==> config.mk <==
export PLATFORM = sky130hd
export DESIGN_NAME = issue_ctrl_s
export DESIGN_NICKNAME = d
export VERILOG_FILES = /design/src/rtl/issue_ctrl_s.sv
export SDC_FILE = /design/constraint.sdc
export NUM_CORES = 1
export LEC_CHECK = 0
export CAP_MARGIN = 10
export CELL_PAD_IN_SITES_DETAIL_PLACEMENT = 0
export CELL_PAD_IN_SITES_GLOBAL_PLACEMENT = 1
export CORE_MARGIN = 2
export CORE_UTILIZATION = 49
export DETAILED_ROUTE_END_ITERATION = 12
export DONT_BUFFER_PORTS = 1
export HOLD_SLACK_MARGIN = 0.02
export MAX_ROUTING_LAYER = met4
export PLACE_DENSITY_LB_ADDON = 0.1
export SYNTH_ARGS = -nofsm -noshare
export SYNTH_HDL_FRONTEND = slang
export SYNTH_SLANG_ARGS = --single-unit
==> constraint.sdc <==
create_clock -name clock -period 4.6 [get_ports clock]
set_clock_uncertainty 0.05 [all_clocks]
set_input_delay 0.46 -clock clock [delete_from_list [all_inputs] [get_ports clock]]
set_output_delay 0.46 -clock clock [all_outputs]
set_load 0.05 [all_outputs]
==> src/rtl/issue_ctrl_s.sv <==
// In-order issue control with a small destination scoreboard.
// Blocks RAW/WAW hazards, selects ALU-writeback forwarding and drains on flush.
module issue_ctrl_s #(
    parameter int NUM_ENTRY = 4,
    parameter int WIDTH_IDX = 6
) (
    input  logic                 clock,
    input  logic                 reset,
    input  logic                 I_Req,
    input  logic [WIDTH_IDX-1:0] I_Src_Idx1,
    input  logic [WIDTH_IDX-1:0] I_Src_Idx2,
    input  logic [WIDTH_IDX-1:0] I_Src_Idx3,
    input  logic [2:0]           I_Src_Vld,
    input  logic [WIDTH_IDX-1:0] I_Dst_Idx,
    input  logic                 I_Dst_Vld,
    input  logic                 I_Flush,
    input  logic                 I_WB_Vld1,
    input  logic                 I_WB_Vld2,
    input  logic [WIDTH_IDX-1:0] I_WB_DstIdx1,
    input  logic [WIDTH_IDX-1:0] I_WB_DstIdx2,
    output logic                 O_Issue,
    output logic [1:0]           O_Fwd_Sel1,
    output logic [1:0]           O_Fwd_Sel2,
    output logic [1:0]           O_Fwd_Sel3,
    output logic [1:0]           O_State,
    output logic                 O_Full,
    output logic                 O_Empty,
    output logic                 O_Flush_Done,
    output logic [7:0]           O_Stall_Cnt
);

    typedef enum logic [1:0] {
        ST_IDLE  = 2'd0,
        ST_RUN   = 2'd1,
        ST_STALL = 2'd2,
        ST_DRAIN = 2'd3
    } state_t;

    localparam logic [NUM_ENTRY-1:0] LSB_ONE = {{(NUM_ENTRY-1){1'b0}}, 1'b1};

    state_t               r_state;
    logic [NUM_ENTRY-1:0] r_vld;
    logic [WIDTH_IDX-1:0] r_idx [NUM_ENTRY];
    logic                 r_flush_done;
    logic [7:0]           r_stall_cnt;

    logic [NUM_ENTRY-1:0] w_m1;
    logic [NUM_ENTRY-1:0] w_m2;
    logic [NUM_ENTRY-1:0] w_ret1;
    logic [NUM_ENTRY-1:0] w_ret2;
    logic [NUM_ENTRY-1:0] w_live;
    logic [NUM_ENTRY-1:0] w_free;
    logic [NUM_ENTRY-1:0] w_alloc;
    logic [2:0]           w_src_hit;
    logic                 w_dst_hit;
    logic                 w_raw;
    logic                 w_waw;
    logic                 w_no_slot;
    logic                 w_issue;
    logic                 w_alloc_en;
    logic                 w_wb1_act;
    logic                 w_wb2_act;
    logic                 w_empty;

    function automatic logic [1:0] sel_src(
        input logic [WIDTH_IDX-1:0] idx,
        input logic                 act1,
        input logic [WIDTH_IDX-1:0] wb1,
        input logic                 act2,
        input logic [WIDTH_IDX-1:0] wb2
    );
        if (act1 && idx == wb1)      return 2'd1;
        else if (act2 && idx == wb2) return 2'd2;
        else                         return 2'd0;
    endfunction

    // Per-port match vectors; port 2 skips the entry port 1 already took.
    always_comb begin
        w_m1 = '0;
        w_m2 = '0;
        for (int i = 0; i < NUM_ENTRY; i++) begin
            w_m1[i] = r_vld[i] & I_WB_Vld1 & (r_idx[i] == I_WB_DstIdx1);
            w_m2[i] = r_vld[i] & I_WB_Vld2 & (r_idx[i] == I_WB_DstIdx2);
        end
    end

    // x & -x isolates the lowest set bit: the lowest-numbered match / free slot.
    assign w_ret1    = w_m1 & (~w_m1 + LSB_ONE);
    assign w_ret2    = (w_m2 & ~w_ret1) & (~(w_m2 & ~w_ret1) + LSB_ONE);
    assign w_live    = r_vld & ~(w_ret1 | w_ret2);
    assign w_free    = ~w_live;
    assign w_alloc   = w_free & (~w_free + LSB_ONE);
    assign w_wb1_act = |w_ret1;
    assign w_wb2_act = |w_ret2;
    assign w_empty   = ~|r_vld;

    always_comb begin
        w_src_hit = '0;
        w_dst_hit = 1'b0;
        for (int i = 0; i < NUM_ENTRY; i++) begin
            if (w_live[i]) begin
                if (r_idx[i] == I_Src_Idx1) w_src_hit[0] = 1'b1;
                if (r_idx[i] == I_Src_Idx2) w_src_hit[1] = 1'b1;
                if (r_idx[i] == I_Src_Idx3) w_src_hit[2] = 1'b1;
                if (r_idx[i] == I_Dst_Idx)  w_dst_hit    = 1'b1;
            end
        end
    end

    // Handshake: decode holds I_Req with stable operands; O_Issue high in the
    // same cycle means the request is consumed at the next rising edge.
    assign w_raw      = |(w_src_hit & I_Src_Vld);
    assign w_waw      = w_dst_hit & I_Dst_Vld;
    assign w_no_slot  = I_Dst_Vld & ~(|w_free);
    assign w_issue    = ~reset & I_Req & (r_state != ST_DRAIN) & ~w_raw & ~w_waw & ~w_no_slot;
    assign w_alloc_en = w_issue & I_Dst_Vld;

    always_comb begin
        O_Fwd_Sel1 = 2'd0;
        O_Fwd_Sel2 = 2'd0;
        O_Fwd_Sel3 = 2'd0;
        if (!reset) begin
            O_Fwd_Sel1 = sel_src(I_Src_Idx1, w_wb1_act, I_WB_DstIdx1, w_wb2_act, I_WB_DstIdx2);
            O_Fwd_Sel2 = sel_src(I_Src_Idx2, w_wb1_act, I_WB_DstIdx1, w_wb2_act, I_WB_DstIdx2);
            O_Fwd_Sel3 = sel_src(I_Src_Idx3, w_wb1_act, I_WB_DstIdx1, w_wb2_act, I_WB_DstIdx2);
        end
    end

    // Allocation wins over retirement of the same slot, so the new index survives.
    always_ff @(posedge clock) begin
        if (reset) begin
            r_vld <= '0;
        end else begin
            for (int i = 0; i < NUM_ENTRY; i++) begin
                if (w_alloc_en && w_alloc[i]) begin
                    r_vld[i] <= 1'b1;
                    r_idx[i] <= I_Dst_Idx;
                end else if (w_ret1[i] || w_ret2[i]) begin
                    r_vld[i] <= 1'b0;
                end
            end
        end
    end

    always_ff @(posedge clock) begin
        if (reset) begin
            r_state      <= ST_IDLE;
            r_flush_done <= 1'b0;
            r_stall_cnt  <= 8'd0;
        end else begin
            r_flush_done <= 1'b0;
            if (I_Req && !w_issue && r_stall_cnt != 8'hFF) begin
                r_stall_cnt <= r_stall_cnt + 8'd1;
            end
            if (I_Flush) begin
                r_state <= ST_DRAIN;
            end else if (r_state == ST_DRAIN) begin
                if (w_empty) begin
                    r_state      <= ST_IDLE;
                    r_flush_done <= 1'b1;
                end
            end else if (I_Req) begin
                r_state <= w_issue ? ST_RUN : ST_STALL;
            end else begin
                r_state <= ST_IDLE;
            end
        end
    end

    assign O_Issue      = w_issue;
    assign O_State      = r_state;
    assign O_Full       = &r_vld;
    assign O_Empty      = w_empty;
    assign O_Flush_Done = r_flush_done;
    assign O_Stall_Cnt  = r_stall_cnt;

endmodule

# Yosys cells after proc, flatten, opt, wreduce, memory -nomap -nowiden
# Memory sizes are Yosys's and may differ from the RTL's.
# Index checks and enable logic that the tools add are counted.
# totals
ff_bits	15
ram_bits	24
input_bits	46
out_inout_bits	20
word_cells	189
n_memories	1
# mem_list
memory	depth	width	read_ports	rd_clocked_by_memory_dff	wr	line	rtl
r_idx	4	6	4	0	1	43	logic [WIDTH_IDX-1:0] r_idx [NUM_ENTRY];
# classes
add_sub_neg	4
n_eq_ne	34
n_mux	68
bitwise_logic	43
reduce_logical	32
# op_table
cell	count
$eq 6x6->1	30
$mux 1	44
$mux 2	17
$and 1x1->1	24
$not 4->4	6
$and 4x4->4	5
$mux 6	3
$reduce_or 6->1	3
$reduce_or 4->1	4
$add 4x1->4 const B	3
$logic_and 1x1->1	12
$mux 3	4
$add 8x1->8 const B	1
$ne 8x8->1 const B	1
$reduce_bool 2->1	4
$not 1->1	6
$reduce_or 3->1	2
$logic_or 1x1->1	4
$or 4x4->4	1
$reduce_and 4->1	1
$and 3x3->3	1
$ne 3x3->1 const B	1
$eq 2x2->1 const B	1
$logic_not 1->1	2
$ne 2x2->1 const B	1

# Logic depth before layout (Yosys ltp)
# depth
word_depth	35
depth_mapped	12
depth_no_buf	9

# Worst setup path before layout
# OpenSTA, ideal clock, no wires.
# synth_timing
path_kind	in2reg
start	input I_WB_DstIdx1[5]
end	memory r_idx[2][0], enable pin
setup_ns	0.377
t_arrival_ns	3.267
required_ns	4.173
slack_ns	0.906
cell_stages	11
n_path_buf	2
cell_sequence	buf_2 xor2_1 nor4_1 nand4_1 or4_1 and4_1 a211oi_1 o311a_1 buf_6 nand3_1 nor3_1
# synth_via
elab_chain_cells	35
elab_cells_between_ends	81
cone_classes	add/sub: 3; eq/ne: 4; mux: 38; bitwise: 27; reduce/logical: 9
# synth_rtl
element	line	rtl
start: declaration	19	input logic [WIDTH_IDX-1:0] I_WB_DstIdx1,
$eq 6x6->1	82	w_m1[i] = r_vld[i] & I_WB_Vld1 & (r_idx[i] == I_WB_DstIdx1);
$and 1x1->1	82	
$not 4->4	88	assign w_ret1 = w_m1 & (~w_m1 + LSB_ONE);
$add 4x1->4	88	
$and 4x4->4 *	88	
$not 4->4	89	assign w_ret2 = (w_m2 & ~w_ret1) & (~(w_m2 & ~w_ret1) + LSB_ONE);
$and 4x4->4	89	
$not 4->4	89	
[... 15 more ...]	n/a	
$and 1x1->1 (3 in a row)	115	assign w_issue = ~reset & I_Req & (r_state != ST_DRAIN) & ~w_raw & ~w_waw & ~w_no_slot;
$and 1x1->1	116	assign w_alloc_en = w_issue & I_Dst_Vld;
$logic_and 1x1->1	135	if (w_alloc_en && w_alloc[i]) begin
$mux 1	135	
$mux 1	131	if (reset) begin
$mux 1 (not written as such)	137	r_idx[i] <= I_Dst_Idx;
$reduce_or 6->1 (no line)	n/a	
$mux 2 (no line) / $mux 1 (equally long branches) (3 in a row)	n/a	
end: declaration	43	
# Mark *: on every way between the ends. The rest lies on a longest branch, timed or not.

==> out/results.ini <==
[sta]
report.final.slew_viol_count = 0
hold_viol = 0
worst_pin_slew_ns = 0.922
final.setup.tns_ns = 0
fmax_mhz = 258
min_period_ns = 3.88
rsz0062_at_grt = false
setup_viol = 0
fin_crit_sh_pct = 84.4
slew_headroom_pct = 38.3

[clock_network]
cts_buffers = 5
clock_path_buffers = 2
clk_pin_slew_ns = 0.07
cts-root-buf = clkbuf_8
cts_tree = yes
htree_levels = 2
cts-hold-fix-buffers = 0
clk-insertion-delay-late_ns = 0.29
postCtsSetupBuffers = 0
clock-sinks = 39
cts_resized = 0

[worst_hold_path]
hp-class = in -> reg
min-delay-start = reset

[die]
io_pins = 66
die_w_um = 94.2
die_h_um = 94.2
dieArea_um2 = 8870
row_count = 32
core_um2 = 7810
initial_core_util_pct = 51.0

[yosys]
synth_cell_types = 48
yosys-mux-area-fraction_pct = 0
synthTopCellsByArea = xor2_1, edfxtp_1, xnor2_1
synth_top_cell_area_share_pct = 21.3
syn_area_per_cell_um2 = 8.55
synth-simple-area-share_pct = 20.4
yosys_warnings = 0
syn-instance-count = 466
syn_nets = 513
synthXorXnorAreaFrac_pct = 38.7
ys_ff_latch = 39
netlist_area_um2 = 3990
synth_top_family_by_area = XOR/XNOR gates
async_flop_share_pct = 0
synth-edff-count = 24
synth-seq-area-share_pct = 25.6
synth_fa_ha_area_share_pct = 0.314
synth_ff_type = edfxtp_1
synth_compound_area_share_pct = 7.16
synth_area_leader_cell = xor2_1

[grt]
grt_max_degree = 20
grt_pass1_wl_mm = 19.0
antenna_found_initial = 0
track_usage_pct = 29.9
grt_pass1_vias = 3227
grt_overflow = 0

[drt]
antenna_left = 0
drt_wl_total_mm = 12.8
drtIter0Drc = 170
wl_per_cell_um = 24.8
vias = 3271
drt-vias-per-instance = 6.34
post-route-drc-count = 0
drt-pass1-iter-count = 4

[critical_path]
crit_arrival_ns = 3.37
critPathLaunchType = flip-flop
cp-startpoint = r_idx[2][1]
r2r_start = r_idx[2][1]
path_class = reg -> out
crit_fanout = 19
worstPathRequired_ns = 4.09
critPathCaptureType = primary output

[pwr]
power.leakage_nw = 1.25
ir_worst_vdd_uv = 240
power.density_nw_per_um2 = 186

[final_layout]
fin_util_pct = 50.3
fin_nets = 460
drive_gt1_share_pct = 2.90
antenna_cells = 0
syn_to_final_growth_pct = -1.48
final_common_cell = xor2_1
final_cell_mix = xor2_1, xnor2_1, nand4_1, nor4_1, edfxtp_1

[placement]
dpl.hpwl_mm = 9.63
globalplace.congestion = 0.929
port_buffers = 0

[run_status]
status = completed

[run]
drv_cap = 0

## kinds of logic (layout without fill, tap and decap cells)
kind of cell | count (synthesis) | count (layout)
and+or+nand+nor | 138 | 138
xor gates and xnor gates | 176 | 176
AOI/OAI and AO/OA | 43 | 43
buffers and inverters | 69 | 17
adders and majority gates | 1 | 1
DFF | 39 | 39
## layout make-up
cell class | instances | area (um2)
multi-input combinational | 358 | 2650
inverter | 7 | 26.3
fill | 769 | 3880
clock inverter | 2 | 12.5
sequential | 39 | 1020
tap | 102 | 128
clock buffer | 6 | 72.6
timing repair buffer | 2 | 15.0
## routing by layer
metal	wire, um	part of all wire, %	vias to the layer above	global-route usage (%)
li1	-	-	1504	-
met4	384	3.0	0	11.5
met2	5980	47	171	48.4
met5	0	0	-	-
met1	5220	41	1568	37.5
met3	1180	9.2	28	5.14
## metrics by stage
stage          total power [mW]  worst slack, ns  instance area (um2)  hold slack (ns)  instances
2_1_floorplan             0.542            0.906                 3990            0.489        466
3_3_place_gp              0.514            0.895                 3840            0.481        508
3_5_place_dp              0.516            0.851                 3840            0.483        508
4_1_cts                   0.736            0.753                 3930            0.174        516
5_1_grt                   0.763            0.539                 3930            0.176        516
6_report                  0.732            0.719                 3930            0.184        516
## path summary, 6_finish.rpt
path                       to  slack (ns)  depth (start not counted)
hold / removal     O_State[1]        0.18                          1
setup / recovery      O_Issue        0.72                          8
setup reg to reg  r_idx[1][3]        0.75                          9
hold reg to reg      r_vld[2]        0.64                          2
## report_power, final
| part | switching, mW | internal [mW] |
|---|---|---|
| clock | 0.116 | 0.106 |
| combinational | 0.0508 | 0.0655 |
| sequential | 0.0184 | 0.376 |
| total | 0.185 | 0.547 |
## worst max-delay path, cell delays in order, from the launching register on
cell	delay, ns
edfxtp_1	0.56
xor2_1	0.22
nor4_1	0.37
nand4_1	0.26
or4_1	0.60
and4_1	0.26
a211oi_1	0.25
o311a_1	0.25
buf_4	0.31
## registers in the layout, indices dropped and copies added, names as in the netlist
| register | cells |
|---|---|
| r_idx | 24 |
| O_Flush_Done | 1 |
| O_Stall_Cnt | 8 |
| O_State | 2 |
| r_vld | 4 |
## synth_stat cells, types with 4 or more instances
library cell / instances
xnor2_1: 79
nand2_1: 18
o31ai_1: 4
nand4_1: 28
nand3_1: 11
nor2_1: 14
a21oi_1: 11
dfxtp_1: 15
xor2_1: 97
inv_1: 7
buf_2: 16
buf_6: 4
and4_1: 4
edfxtp_1: 24
nor4_1: 27
or3_1: 5
or4_1: 10
o22ai_1: 4
clkbuf_1: 38
o21ai_0: 6
and3_1: 7
Power figures use the tool's default switching activity.
